### config.mk
export PLATFORM = sky130hd
export DESIGN_NAME = fram_port_arbiter
export DESIGN_NICKNAME = d
export VERILOG_FILES = /design/src/rtl/fram_port_arbiter.sv
export SDC_FILE = /design/constraint.sdc
export NUM_CORES = 1
export LEC_CHECK = 0
export BUFFER_PORTS_ARGS = -buffer_cell sky130_fd_sc_hd__buf_2
export CORE_MARGIN = 10
export CORE_UTILIZATION = 48
export DETAILED_ROUTE_END_ITERATION = 10
export GPL_TIMING_DRIVEN = 0
export MAX_ROUTING_LAYER = met4
export PLACE_DENSITY = 0.78
export SLEW_MARGIN = 0
export SYNTH_ARGS = -nofsm -noshare
export SYNTH_HDL_FRONTEND = slang
export SYNTH_SLANG_ARGS = --single-unit
### constraint.sdc
create_clock -name clk -period 3.98 [get_ports clk]
set_input_delay 0.199 -clock clk [delete_from_list [all_inputs] [get_ports clk]]
set_output_delay 0.199 -clock clk [all_outputs]
set_load 0.01 [all_outputs]
### src/rtl/fram_port_arbiter.sv
// Port-B arbiter for the banked feature SRAM: decoder reads share the banks with
// CU writebacks, which are buffered in a small FIFO and drained around the reads.
module fram_port_arbiter #(
    parameter int ADDR_WIDTH      = 12,
    parameter int DATA_WIDTH      = 32,
    parameter int BANK_NUM        = 4,
    parameter int BANK_ADDR_WIDTH = ADDR_WIDTH - $clog2(BANK_NUM),
    parameter int WFIFO_DEPTH     = 4,
    parameter int MAX_WAIT        = 8
) (
    input  logic                                clk,
    input  logic                                rst_n,
    input  logic                                rd_req,
    input  logic [ADDR_WIDTH-1:0]               rd_addr,
    output logic                                rd_gnt,
    output logic                                rd_rvalid,
    output logic [DATA_WIDTH-1:0]               rd_rdata,
    input  logic                                wr_valid,
    input  logic [ADDR_WIDTH-1:0]               wr_addr,
    input  logic [DATA_WIDTH-1:0]               wr_data,
    output logic                                wr_ready,
    input  logic                                clr_stats,
    output logic [BANK_NUM*BANK_ADDR_WIDTH-1:0] bram_addr,
    output logic [BANK_NUM*DATA_WIDTH-1:0]      bram_wdata,
    output logic [BANK_NUM-1:0]                 bram_we,
    output logic [BANK_NUM-1:0]                 bram_en,
    input  logic [BANK_NUM*DATA_WIDTH-1:0]      bram_rdata,
    output logic                                idle,
    output logic [15:0]                         conflict_cnt
);
    localparam int BANK_W = $clog2(BANK_NUM);
    localparam int PTR_W  = $clog2(WFIFO_DEPTH);
    localparam int CNT_W  = PTR_W + 1;
    localparam int WAIT_W = $clog2(MAX_WAIT + 1);

    logic [ADDR_WIDTH-1:0] fifo_addr [WFIFO_DEPTH];
    logic [DATA_WIDTH-1:0] fifo_data [WFIFO_DEPTH];
    logic [PTR_W-1:0]      head_ptr, tail_ptr, offset;
    logic [CNT_W-1:0]      count, count_next;
    logic [WAIT_W-1:0]     wait_cnt;
    logic [BANK_W-1:0]     rd_bank, wr_bank, rd_bank_q;
    logic [ADDR_WIDTH-1:0] head_addr;
    logic [DATA_WIDTH-1:0] head_data, rdata_hold;
    logic                  fifo_empty, hazard, conflict, urgent;
    logic                  issue_rd, issue_wr, push;

    assign head_addr  = fifo_addr[head_ptr];
    assign head_data  = fifo_data[head_ptr];
    assign fifo_empty = (count == '0);
    assign rd_bank    = rd_addr[BANK_W-1:0];
    assign wr_bank    = head_addr[BANK_W-1:0];
    assign push       = wr_valid && wr_ready;
    assign count_next = count + CNT_W'(push) - CNT_W'(issue_wr);
    assign rd_gnt     = issue_rd;

    // A read may not pass any queued write to the same word, not just the head.
    always_comb begin
        hazard = 1'b0;
        offset = '0;
        for (int i = 0; i < WFIFO_DEPTH; i++) begin
            offset = PTR_W'(i) - head_ptr;
            if (({1'b0, offset} < count) && (fifo_addr[i] == rd_addr)) begin
                hazard = 1'b1;
            end
        end
        hazard = hazard && rd_req;
    end

    always_comb begin
        conflict = rd_req && !fifo_empty && (rd_bank == wr_bank);
        urgent   = (count == CNT_W'(WFIFO_DEPTH)) || (wait_cnt == WAIT_W'(MAX_WAIT));
        issue_wr = rst_n && !fifo_empty && (hazard || urgent || !conflict);
        issue_rd = rst_n && rd_req && !hazard && !(conflict && urgent);
    end

    always_comb begin
        bram_en    = '0;
        bram_we    = '0;
        bram_addr  = '0;
        bram_wdata = '0;
        if (issue_wr) begin
            bram_en[wr_bank] = 1'b1;
            bram_we[wr_bank] = 1'b1;
            bram_addr[wr_bank*BANK_ADDR_WIDTH +: BANK_ADDR_WIDTH] = head_addr[ADDR_WIDTH-1:BANK_W];
            bram_wdata[wr_bank*DATA_WIDTH +: DATA_WIDTH]          = head_data;
        end
        if (issue_rd) begin
            bram_en[rd_bank] = 1'b1;
            bram_addr[rd_bank*BANK_ADDR_WIDTH +: BANK_ADDR_WIDTH] = rd_addr[ADDR_WIDTH-1:BANK_W];
        end
    end

    assign rd_rdata = rd_rvalid ? bram_rdata[rd_bank_q*DATA_WIDTH +: DATA_WIDTH] : rdata_hold;

    // Entry storage needs no reset; validity comes from head/count.
    always_ff @(posedge clk) begin
        if (push) begin
            fifo_addr[tail_ptr] <= wr_addr;
            fifo_data[tail_ptr] <= wr_data;
        end
    end

    always_ff @(posedge clk or negedge rst_n) begin
        if (!rst_n) begin
            head_ptr <= '0;
            tail_ptr <= '0;
            count    <= '0;
            wait_cnt <= '0;
            wr_ready <= 1'b0;
            idle     <= 1'b1;
        end else begin
            if (push) tail_ptr <= tail_ptr + 1'b1;
            if (issue_wr) head_ptr <= head_ptr + 1'b1;
            count <= count_next;
            if (issue_wr || fifo_empty) begin
                wait_cnt <= '0;
            end else if (wait_cnt != WAIT_W'(MAX_WAIT)) begin
                wait_cnt <= wait_cnt + 1'b1;
            end
            wr_ready <= (count_next < CNT_W'(WFIFO_DEPTH));
            idle     <= (count_next == '0) && !issue_rd;
        end
    end

    // Read return path; rd_rdata keeps the last returned word between reads.
    always_ff @(posedge clk or negedge rst_n) begin
        if (!rst_n) begin
            rd_rvalid    <= 1'b0;
            rd_bank_q    <= '0;
            rdata_hold   <= '0;
            conflict_cnt <= '0;
        end else begin
            rd_rvalid <= issue_rd;
            if (issue_rd) rd_bank_q <= rd_bank;
            if (rd_rvalid) rdata_hold <= rd_rdata;
            if (clr_stats) begin
                conflict_cnt <= '0;
            end else if ((hazard || conflict) && (conflict_cnt != 16'hFFFF)) begin
                conflict_cnt <= conflict_cnt + 16'd1;
            end
        end
    end
endmodule

==> summary.md <==
## Placement
* final estimated routing congestion in global placement: 0.985
* Detailed Place HPWL: 37.0 mm
* number of buffers added on ports: 405

## Synthesis
* Post-Synthesis Mean Instance Area: 12.8 sq um
* top cell type by total area after synthesis: edfxtp_1
* Synth top area share: 0.381
* fraction of synthesis flops using an asynchronous set or reset pin: 0.267
* largest cells by area after synthesis: edfxtp_1, mux4_2, dfrtp_1
* library cells used by synthesis: 70
* Seq/Total Area, Yosys: 0.496
* EDFF count, synth: 176
* cell area after synthesis: 13,900 sq um
* Primary FF master, synth: edfxtp_1
* total of warnings raised by yosys: 0
* number of instances in the synthesized netlist: 1,082
* Synthesized Nets: 1,298
* post-synthesis register bit count: 240

## Die
* starting density of the core: 0.485
* Core Rows: 62
* horizontal die dimension: 190 um
* count of boundary I/O pins: 417
* vertical die dimension: 190 um
* core area: 28,600 sq um
* die footprint: 36,100 sq um

## Setup path
* WP data arrival: 3700 ps
* Critical Path End Type: primary output
* Critical Path RT: 3780 ps
* Most common cell on crit path: buf_8
* worst setup path category: flop to primary output
* worst-path cell chain: buf_8, buf_8, buf_8, xor2_2, inv_1, ha_4, a21oi_2, o211ai_1, o22ai_4, buf_4, or3_1, o2111ai_4, o22ai_1, buf_2
* Largest stage delay, worst path: 410 ps
* maximum net fanout on the critical path: 10
* Critical Path Slowest Stage Cell: o2111ai_4
* launching element type of the critical path: flop

## STA
* hold_ws: 64.9 ps
* Post-Route Setup TNS: 0 ps
* portion of the clock cycle consumed by the worst path in the final layout: 0.980
* Final Critical Period: 3900 ps
* setup-violating endpoint count in the final report: 0
* unrepaired setup endpoints after global routing: yes
* Max Clock Skew: 17.2 ps
* Max Clk Rate: 0.256 GHz
* final hold vios: 0
* number of pins exceeding their max-slew limit in the final report: 0
* Max transition margin: 0.337
* transition time at the pin with the least slew margin: 994 ps

## Global routing
* vias in the first global route: 12.0k
* all-layer global routing usage: 0.265
* pin count of the biggest net entering global routing: 68
* global-route wire length before repair: 72.1 mm
* initial antenna violation count: 4
* gr ovfl total: 0

## Cells and area
* Filler Cell Count: 2,210
* number of nets in the finished design: 1,790
* area overhead of the layout relative to synthesis: 30.8%
* sequential cell area: 6890 sq um
* Multi-input gate area: 6780 sq um
* share of layout cells above drive strength 1: 0.446

## Clock tree
* total clock sinks: 240
* later-pin clock latency in the skew report: 530 ps
* maximum buffer depth of the clock tree: 3
* clock-pin slew on the worst setup and hold paths: 60 ps
* root cell of the clock tree: clkbuf_16
* count of H-tree levels built during CTS: 1
* CTS buffer count: 26
* clock tree from TritonCTS: built

## Detailed routing
* average wire per cell in the routed design: 24.9 um
* DRC: 0
* Post-Route WL: 49.2 mm
* first drt pass iteration count: 6
* First DRT Iteration DRCs: 789
* total via count in the routed design: 11.4k
* Antenna Nets Post-Route: 0
* via-per-instance ratio: 5.77

## Power
* worst voltage drop across the vdd grid: 433 uV
* PwrDens: 612 nW/um^2
* Leakage Power: 0.00766 uW

## Worst hold path
* path class of the lowest-slack min-delay path: primary input to flop

## Status
* outcome: complete, no violations

## Flow run
* Max-Cap Viols: 0

==> path summary, 6_finish.rpt <==
path,from,endpoint,slack (ps),cells after the start
max,head_ptr[1]$_DFFE_PN0P_,bram_addr[23],80,14
min,wr_valid,tail_ptr[0]$_DFFE_PN0P_,60,3
max reg2reg,head_ptr[1]$_DFFE_PN0P_,idle$_DFF_PN1_,170,19
min reg2reg,rdata_hold[27]$_DFFE_PN0P_,rdata_hold[27]$_DFFE_PN0P_,500,1
max in group asynchronous,rst_n,head_ptr[0]$_DFFE_PN0P_,3030,2
min in group asynchronous,rst_n,rdata_hold[18]$_DFFE_PN0P_,350,2
==> per-stage QoR <==
stage               instances  instance area (sq um)  total power [uW]  setup slack, ps  utilization
finish                   1979                  18200             11100             81.2        0.635
CTS                      1973                  18000             10900             15.4        0.628
global route             1979                  18200             11600            -30.5        0.635
floorplan                1082                  13900              6590             2.13            -
detailed placement       1875                  16500              8250             -705        0.576
global placement         1871                  16400              8170             -665        0.573
==> cell type report <==
type,instances,share of cell area
timing repair buffer,466,0.146
inverter,23,0.00482
buffer,71,0.0218
sequential,240,0.379
tap,384,0.0264
clock inverter,13,0.00971
antenna,3,0.000413
multi-input combinational,746,0.373
clock buffer,33,0.0384
==> cell usage in the layout, fill, tap and decap left out, types with 5 or more instances in the layout <==
cell,synthesis,layout
nand4_1,9,9
o22ai_1,31,27
a31oi_1,6,6
buf_4,3,16
and3_1,12,7
nand2b_1,12,12
nand2_1,55,54
mux4_2,75,75
o22a_1,7,7
xnor2_1,20,19
mux2i_1,19,18
buf_2,15,420
and2_1,101,101
nor2_1,62,61
buf_8,0,5
nor2b_1,43,43
clkbuf_16,0,27
nand3_1,11,10
edfxtp_1,176,176
o211ai_1,5,5
a21oi_1,28,27
ha_1,26,24
dfrtp_1,63,63
inv_1,19,19
clkbuf_1,42,38
mux2_2,82,82
o21ai_0,11,11
xor2_1,39,38
nor4_1,10,9
or3_1,6,6
dlygate4sd3_1,0,45
nor3_1,13,13
==> flip-flops by register name (all words and copies together), names as in the netlist <==
register / count
conflict_cnt: 16
count: 3
fifo_addr: 48
fifo_data: 128
head_ptr: 2
idle: 1
rd_bank_q: 2
rd_rvalid: 1
rdata_hold: 32
tail_ptr: 2
wait_cnt: 4
wr_ready: 1
==> critical path: cells and delay by family, from the launching register on <==
kind | cells | cell delay, ps
and+or+nand+nor | 1 | 380
adders and majority gates | 1 | 270
xor gates and xnor gates | 1 | 170
AOI/OAI and AO/OA | 5 | 1070
buffers and inverters | 6 | 870
DFF | 1 | 400
==> logic make-up after synthesis <==
| group | share of synthesized area |
|---|---|
| simple gates | 0.143 |
| buf+inv | 0.0303 |
| xor+xnor | 0.0384 |
| flops | 0.496 |
| compound gates | 0.0651 |
| mux | 0.203 |
| fa+ha+maj | 0.0249 |
==> layer usage <==
layer,part of all wire,up-vias,GRT usage
li1,-,5037,-
met1,0.38,5594,0.307
met2,0.50,673,0.448
met3,0.086,115,0.0533
met4,0.039,0,0.0977
met5,0,-,-
==> synth_stat cells (all sizes together), types with 7 or more instances <==
master	instances
nor3	15
mux2	83
mux2i	19
nor2	62
edfxtp	176
nor2b	43
o21ai	13
and2	101
ha	26
o22ai	32
xor2	39
nand3	13
a21oi	29
nand4	11
and3	12
o22a	7
nor4	11
xnor2	21
nand2b	12
inv	20
buf	27
mux4	75
clkbuf	48
dfrtp	63
nand2	56
==> where the power goes <==
group,leakage [uW],switching (uW),internal [uW]
clock,0.000419,976,1500
sequential,0.00239,209,3170
combinational,0.00485,3120,2150
==> repair_timing <==
action                     CTS  global route
pin swaps                    7            10
resized for setup           29            47
hold endpoints to repair   239             0
gates cloned                 0             2
setup endpoints to repair  180           162
buffers inserted             9             3
hold buffers                45             0
Note: power is estimated with default switching activity, not from simulation.
